--- src/rtl/rf_dump_reader_if.sv ---
// Register-file read port plus the valid/ready dump stream, grouped for rf_dump_reader.
// master = the reader, slave = register file / consumer side.
interface rf_dump_reader_if #(
  parameter int ADDR_W = 5,
  parameter int DATA_W = 32
);
  logic [ADDR_W-1:0] rf_addr;
  logic [DATA_W-1:0] rf_data;
  logic              out_valid;
  logic              out_ready;
  logic [ADDR_W-1:0] out_idx;
  logic [DATA_W-1:0] out_data;

  modport master (
    output rf_addr, input rf_data,
    output out_valid, input out_ready, output out_idx, output out_data
  );
  modport slave (
    input rf_addr, output rf_data,
    input out_valid, output out_ready, input out_idx, input out_data
  );
endinterface

--- src/rtl/rf_dump_reader.sv ---
// Walks register indices 0..NUM_REGS-1 on a start pulse and streams {idx, data} over valid/ready.
// Optional RF_DUMP_CHECKSUM_EN adds checksum_o, the XOR of every entry accepted in the current dump.
module rf_dump_reader #(
  parameter int NUM_REGS = 32,
  parameter int ADDR_W   = 5,
  parameter int DATA_W   = 32
) (
  input  logic clk_i,
  input  logic rst_i,
  input  logic start_i,
  rf_dump_reader_if.master bus,
  output logic busy_o,
  output logic done_o
`ifdef RF_DUMP_CHECKSUM_EN
  ,
  output logic [DATA_W-1:0] checksum_o
`endif
);

  typedef enum logic [1:0] {IDLE, READ, SEND, FIN} state_t;

  state_t            state_q, state_d;
  logic [ADDR_W-1:0] cnt_q,   cnt_d;
  logic              vld_q,   vld_d;
  logic [ADDR_W-1:0] idx_q,   idx_d;
  logic [DATA_W-1:0] data_q,  data_d;
  logic              hs;
  logic              last;

  assign hs   = (state_q == SEND) && vld_q && bus.out_ready;
  assign last = (cnt_q == ADDR_W'(NUM_REGS - 1));

  always_comb begin
    state_d = state_q;
    cnt_d   = cnt_q;
    vld_d   = vld_q;
    idx_d   = idx_q;
    data_d  = data_q;
    case (state_q)
      IDLE: if (start_i) begin
        state_d = READ;
        cnt_d   = '0;
      end
      // Register-file read is combinational, so the entry is captured one cycle after rf_addr moves.
      READ: begin
        data_d  = bus.rf_data;
        idx_d   = cnt_q;
        vld_d   = 1'b1;
        state_d = SEND;
      end
      SEND: if (hs) begin
        vld_d = 1'b0;
        if (last) state_d = FIN;
        else begin
          cnt_d   = cnt_q + ADDR_W'(1);
          state_d = READ;
        end
      end
      FIN:     state_d = IDLE;
      default: state_d = IDLE;
    endcase
  end

  always_ff @(posedge clk_i or posedge rst_i) begin
    if (rst_i) begin
      state_q <= IDLE;
      cnt_q   <= '0;
      vld_q   <= 1'b0;
      idx_q   <= '0;
      data_q  <= '0;
    end else begin
      state_q <= state_d;
      cnt_q   <= cnt_d;
      vld_q   <= vld_d;
      idx_q   <= idx_d;
      data_q  <= data_d;
    end
  end

  assign bus.rf_addr   = cnt_q;
  assign bus.out_valid = vld_q;
  assign bus.out_idx   = idx_q;
  assign bus.out_data  = data_q;
  assign busy_o        = (state_q == READ) || (state_q == SEND);
  assign done_o        = (state_q == FIN);

`ifdef RF_DUMP_CHECKSUM_EN
  logic [DATA_W-1:0] cs_q, cs_d;

  // Holds its final value from FIN until the next accepted start clears it.
  always_comb begin
    cs_d = cs_q;
    if (state_q == IDLE && start_i) cs_d = '0;
    else if (hs)                    cs_d = cs_q ^ data_q;
  end

  always_ff @(posedge clk_i or posedge rst_i) begin
    if (rst_i) cs_q <= '0;
    else       cs_q <= cs_d;
  end

  assign checksum_o = cs_q;
`endif

endmodule

--- src/flat_wrapper.sv ---
// flat-port wrapper written by rule: the top's interface ports become plain ports
module rf_dump_reader_flat 
#(
  parameter int NUM_REGS = 32,
  parameter int ADDR_W   = 5,
  parameter int DATA_W   = 32
)
  (clk_i, rst_i, start_i, busy_o, done_o, bus_rf_addr, bus_rf_data, bus_out_valid, bus_out_ready, bus_out_idx, bus_out_data);
  rf_dump_reader_if #(.ADDR_W(ADDR_W), .DATA_W(DATA_W)) bus_i ();
  input  logic clk_i;
  input  logic rst_i;
  input  logic start_i;
  output logic busy_o;
  output logic done_o;
  output wire logic [$bits(bus_i.rf_addr)-1:0] bus_rf_addr;
  input wire logic [$bits(bus_i.rf_data)-1:0] bus_rf_data;
  output wire logic [$bits(bus_i.out_valid)-1:0] bus_out_valid;
  input wire logic [$bits(bus_i.out_ready)-1:0] bus_out_ready;
  output wire logic [$bits(bus_i.out_idx)-1:0] bus_out_idx;
  output wire logic [$bits(bus_i.out_data)-1:0] bus_out_data;
  assign bus_rf_addr = bus_i.rf_addr;
  assign bus_i.rf_data = bus_rf_data;
  assign bus_out_valid = bus_i.out_valid;
  assign bus_i.out_ready = bus_out_ready;
  assign bus_out_idx = bus_i.out_idx;
  assign bus_out_data = bus_i.out_data;
  rf_dump_reader #(.NUM_REGS(NUM_REGS), .ADDR_W(ADDR_W), .DATA_W(DATA_W)) u_core (.clk_i(clk_i), .rst_i(rst_i), .start_i(start_i), .bus(bus_i), .busy_o(busy_o), .done_o(done_o));
endmodule
--- config.mk ---
export PLATFORM = sky130hd
export DESIGN_NAME = rf_dump_reader_flat
export DESIGN_NICKNAME = d
export VERILOG_FILES = /design/src/rtl/rf_dump_reader_if.sv /design/src/rtl/rf_dump_reader.sv /design/src/flat_wrapper.sv
export SDC_FILE = /design/constraint.sdc
export NUM_CORES = 1
export LEC_CHECK = 0
export ABC_AREA = 1
export CORE_ASPECT_RATIO = 0.6
export CORE_MARGIN = 2
export CORE_UTILIZATION = 60
export CTS_CLUSTER_DIAMETER = 200
export DETAILED_ROUTE_END_ITERATION = 7
export DONT_BUFFER_PORTS = 1
export PLACE_DENSITY_LB_ADDON = 0.12
export SYNTH_ARGS = -nofsm -noshare
export SYNTH_HDL_FRONTEND = slang
export SYNTH_SLANG_ARGS = --single-unit
--- constraint.sdc ---
create_clock -name clk_i -period 2.2 [get_ports clk_i]
set_input_delay 0.44 -clock clk_i [delete_from_list [all_inputs] [get_ports clk_i]]
set_output_delay 0.44 -clock clk_i [all_outputs]
set_load 0.02 [all_outputs]
==> After elaboration in Yosys (flattened, before gate mapping) <==
Index checks and enable logic that the tools add are counted.
{ "op_classes": {"reduce_logical": 9, "mux": 10, "eq_ne": 7, "shift": 0, "bitwise": 0, "n_div": 0, "addsub": 1, "n_mul": 0, "magnitude_cmp": 0} }
{ "ops": {"columns": ["op", "n"], "rows": [
  ["5-bit 2-to-1 mux", 3],
  ["5-bit one-hot mux with 2 select lines", 1],
  ["2-bit one-hot mux with 4 select lines", 1],
  ["2-bit 2-to-1 mux", 3],
  ["5-bit by 1-bit adder with 5-bit output, second input constant", 1],
  ["5-bit equality test, second input constant", 1],
  ["2-bit equality test, second input constant", 2],
  ["2-bit != test, second input constant", 2],
  ["2-bit AND reduction", 2],
  ["4-bit AND reduction", 1],
  ["2-bit nonzero test", 2],
  ["2-bit by 1-bit equality test with 1-bit output, second input constant", 1],
  ["1-bit logical AND", 2],
  ["2-bit logical NOT", 1],
  ["2-bit by 1-bit != test with 1-bit output, second input constant", 1],
  ["1-bit one-hot mux with 2 select lines", 1],
  ["1-bit logical OR", 1],
  ["1-bit 2-to-1 mux", 1]
]} }
{ "word_totals": {"in_bits": 36, "mem_bits_ro": 0, "elab_cells": 32, "latch_bits": 0, "ramBits": 0, "out_inout_bits": 45, "n_memories": 0, "ff_bits": 45} }

==> Logic depth before layout (Yosys ltp) <==
{ "depth": {"depth_word": 5, "depth_mapped": 9, "depth_no_buf": 9} }

==> Worst setup path after synthesis <==
No wires, ideal clock.
{ "synth_timing": {"kind": "register to register", "startpoint": "register u_core.cnt_q[0] (netlist: u_core.bus.rf_addr[0])", "endpoint": "register u_core.cnt_q[3] (netlist: u_core.bus.rf_addr[3])", "stages_incl_launch_ff": 9, "n_path_buf": 0, "required_time_ns": 2.080, "setup_slack_ns": 0.704, "arrival_ns": 1.375, "setup_ns": 0.120, "path_cell_list": "dfrtp_1 ha_1 nand2_1 nor2_1 ha_1 nand2_1 o21ai_2 o21ai_0 nand2_1"} }
{ "synth_between": {"elab_chain_len": 4, "word_cells_on_any_way": 7, "cone_classes": "1 x add/sub; 2 x eq/ne; 3 x mux; 1 x reduce/logical"} }
{ "synth_rtl": {"columns": ["element", "line_no", "source"], "rows": [
  ["from (decl)", "rf_dump_reader.sv:23", "logic [ADDR_W-1:0] cnt_q, cnt_d;"],
  ["from (signal assigned)", "rf_dump_reader.sv:73", "cnt_q <= cnt_d;"],
  ["5-bit by 1-bit adder with 5-bit output", "rf_dump_reader.sv:55", "cnt_d = cnt_q + ADDR_W'(1);"],
  ["5-bit 2-to-1 mux", "rf_dump_reader.sv:53", "if (last) state_d = FIN;"],
  ["5-bit 2-to-1 mux", "rf_dump_reader.sv:51", "SEND: if (hs) begin"],
  ["5-bit one-hot mux with 2 select lines", "rf_dump_reader.sv:39", "case (state_q)"]
]} }
Parallel ways exist; a longest one is shown, timed or not. The select of a mux whose other input is x is not followed.
A chain may end at the register's enable or synchronous reset.

==> Worst setup path in the final report <==
Ends and elaborated chain as after synthesis.

==> summary.txt <==
Synthesis
  – Post-synth net total: 190
  – Synth Warn #: 0
  – Yosys cell types: 14
  – Post-Synthesis Cell Area: 0.00193 sq mm
  – Avg Inst Size Synth: 13.1 sq um
  – Post-synth top area cell: dfrtp_1
  – Sequential fraction of the synthesis area: 58.4%
  – Synth Register Bits: 45
  – Synth top area share: about three fifths
  – Post-synthesis cell count: 147
  – Area contributors post-synth: dfrtp_1 (58%), mux2_2 (17%), mux2_4 (5.4%)

GRT
  – GRT busiest layer: met2
  – GR Overflow Total: 0
  – M3 GR Usage: between 10% and 20%
  – Routing usage on met2: 32.3%
  – First-pass GRT wire length: between 5 and 6 mm
  – Met1 Resource Use GR: 27.3%
  – Largest net degree at the start of global routing: 28
  – Vias in the first global route: 1151
  – Initial antenna violation count: 0
  – Tot GR Track Use: 21.3%

Drt
  – # DRC: 0
  – DR pass1 iterations: 4
  – Post-DR vias/cell: 5.60
  – Post-Route WL: 3.66 mm
  – Via Count: 1092
  – Wirelength per Cell: 18.8 microns
  – Antenna Nets Post-Route: 0
  – DR iter-0 viols: 19

CTS
  – TritonCTS clock tree: built
  – H-tree depth: 2
  – PostCTS Resize Cnt: 0
  – # clock sinks: 45
  – Clock Pin Slew Worst Setup and Hold Paths: 0.07 ns
  – # hold bufs at CTS: 0
  – Clock root buffer: clkbuf_8
  – Setup Fix Bufs, Post-CTS: 0
  – Num CTS Buffers: 5
  – Clk_lat worst skew: 0.29 ns
  – Clock buffer depth: 2

Worst setup path
  – CP max FO: 6
  – WP data arrival: ~1.9 ns
  – Worst endpoint required time: 2.38 ns
  – Kind of critical path: reg2reg
  – Critical Path End Type: register
  – Setup crit start kind: register

Floorplanning
  – Die area: 0.00370 sq mm
  – Die width: 77.2 microns
  – Ports: just over 80
  – Core Box Area: 0.00297 sq mm
  – Die height: 47.9 microns
  – Initial core utilization: 65.1%
  – Rows: 15

Layout
  – Design Area, Final: 0.00205 sq mm
  – Area Growth Syn to Fin: 6.42%
  – Final net count: 195
  – Layout cell share with drive strength beyond 1: 32.7%
  – Cell Count, Final, Fillers Out: roughly 200
  – Ant diodes: 0
  – Fillers: 220
  – Commonest non-fill, non-tap cell in the layout: dfrtp_1
  – Most frequent cells in the layout: dfrtp_1 (45), mux2_2 (29), nand2_1 (22)

Timing
  – Worst slew margin: a little over two fifths
  – Fin Setup TNS: 0 ns
  – Hold Vio Cnt, Final: 0
  – RSZ-0062 raised after global routing: false
  – Final Cycle Share: 78.8%
  – Max-slew violation count: 0
  – Min setup slack post-route: around 0.47 ns
  – Final min period: 1.73 ns
  – Skew final: 0.00517 ns
  – Tightest Pin Transition: 0.855 ns
  – Fmax: 0.576 GHz
  – Final setup viols: 0

Placement
  – Pre-CTS WS: ~0.47 ns
  – Placer Congestion: 0.779
  – Placed cell count: 187
  – Post-DP HPWL: approximately 2.7 mm
  – PortBufs: 0
  – Placed cell areas: 0.00197 sq mm

Power and ir drop
  – Pleak: 0.971 nW
  – Maximum vdd ir drop: 0.000840 V
  – PwrDens: about 1700 mW/mm^2

Flow run
  – Max_cap viols: 0

Status
  – Status: finished clean

Min path
  – HP Class: in2async
[area by class of cell]
| cell class | count | area, sq um | area share (%) |
|---|---|---|---|
| clock buffer | 6 | 72.6 | 3.53 |
| clock inverter | 2 | 10.0 | 0.488 |
| inverter | 9 | 33.8 | 1.65 |
| multi-input combinational | 88 | 723 | 35.2 |
| sequential | 45 | 1130 | 54.8 |
| tap | 42 | 52.6 | 2.56 |
| timing repair buffer | 3 | 35.0 | 1.71 |
[cell families (layout without fill, tap and decap cells)]
group | Yosys count | in the layout | share of synthesized area [%]
AO/OA/AOI/OAI | 13 | 13 | 3.76
flip-flops | 45 | 45 | 58.4
buffers and inverters | 14 | 20 | 4.28
adder cells (fa/ha/maj) | 7 | 7 | 4.54
multiplexers | 36 | 36 | 22.4
AND/OR/NAND/NOR | 32 | 32 | 6.68
[registers in the layout, indices dropped and copies added, names as in the netlist]
signal,cells
u_core.state_q,2
u_core.bus.out_idx,5
u_core.bus.out_valid,1
u_core.bus.out_data,32
u_core.bus.rf_addr,5
[cells in the mapped netlist]
library cell  instances
a21oi_1               3
buf_4                 2
buf_6                 3
dfrtp_1              45
ha_1                  7
inv_1                 9
mux2_2               29
mux2_4                7
nand2_1              22
nand3_1               1
nor2_1                8
nor2_4                1
o21ai_0               8
o21ai_2               2
[through the flow]
step / util, % / power (mW) / hold WS, ns
final: 69.2 / 3.43 / 0.0990
after floorplan: - / 2.78 / 0.503
after global routing: 69.2 / 3.65 / 0.145
after CTS: 69.2 / 3.47 / 0.107
after global placement: 66.5 / 2.91 / 0.412
after detailed placement: 66.5 / 2.99 / 0.430
[routing by layer]
metal / wire (microns) / share of wire, %
met5: 0 / 0
met4: 27 / 0.74
met3: 441 / 12
met2: 1730 / 47
met1: 1460 / 40
[final timing paths]
kind / slack, ns / to / from / cells past startpoint
worst min register to register: 0.59 / u_core.state_q[1] / u_core.state_q[1] / 2
min in group clk_i: 0.24 / u_core.bus.out_valid / bus_out_ready / 1
worst max-delay path: 0.47 / u_core.bus.rf_addr[3] / u_core.bus.rf_addr[0] / 9
max in group asynchronous: 1.42 / u_core.bus.out_data[6] / rst_i / 2
worst max register to register: 0.47 / u_core.bus.rf_addr[3] / u_core.bus.rf_addr[0] / 9
worst min-delay path: 0.1 / u_core.bus.out_data[15] / rst_i / 1
[report_power, final]
| part | leakage (nW) | total [mW] | internal [mW] | switching, mW |
|---|---|---|---|---|
| registers | 0.547 | 1.88 | 1.19 | 0.691 |
| clock network | 0.0450 | 0.476 | 0.220 | 0.256 |
| logic | 0.379 | 1.08 | 0.582 | 0.494 |
| total | 0.971 | 3.43 | 1.99 | 1.44 |
[worst max-delay path: stages (launching register included)]
cell,delay [ns]
dfrtp_1,0.55
ha_1,0.24
nand2_1,0.08
nor2_1,0.12
ha_1,0.16
nand2_1,0.07
o21ai_2,0.16
nor2_4,0.09
nand2_1,0.08
nand2_1,0.05
Note: power is estimated with default switching activity, not from simulation.
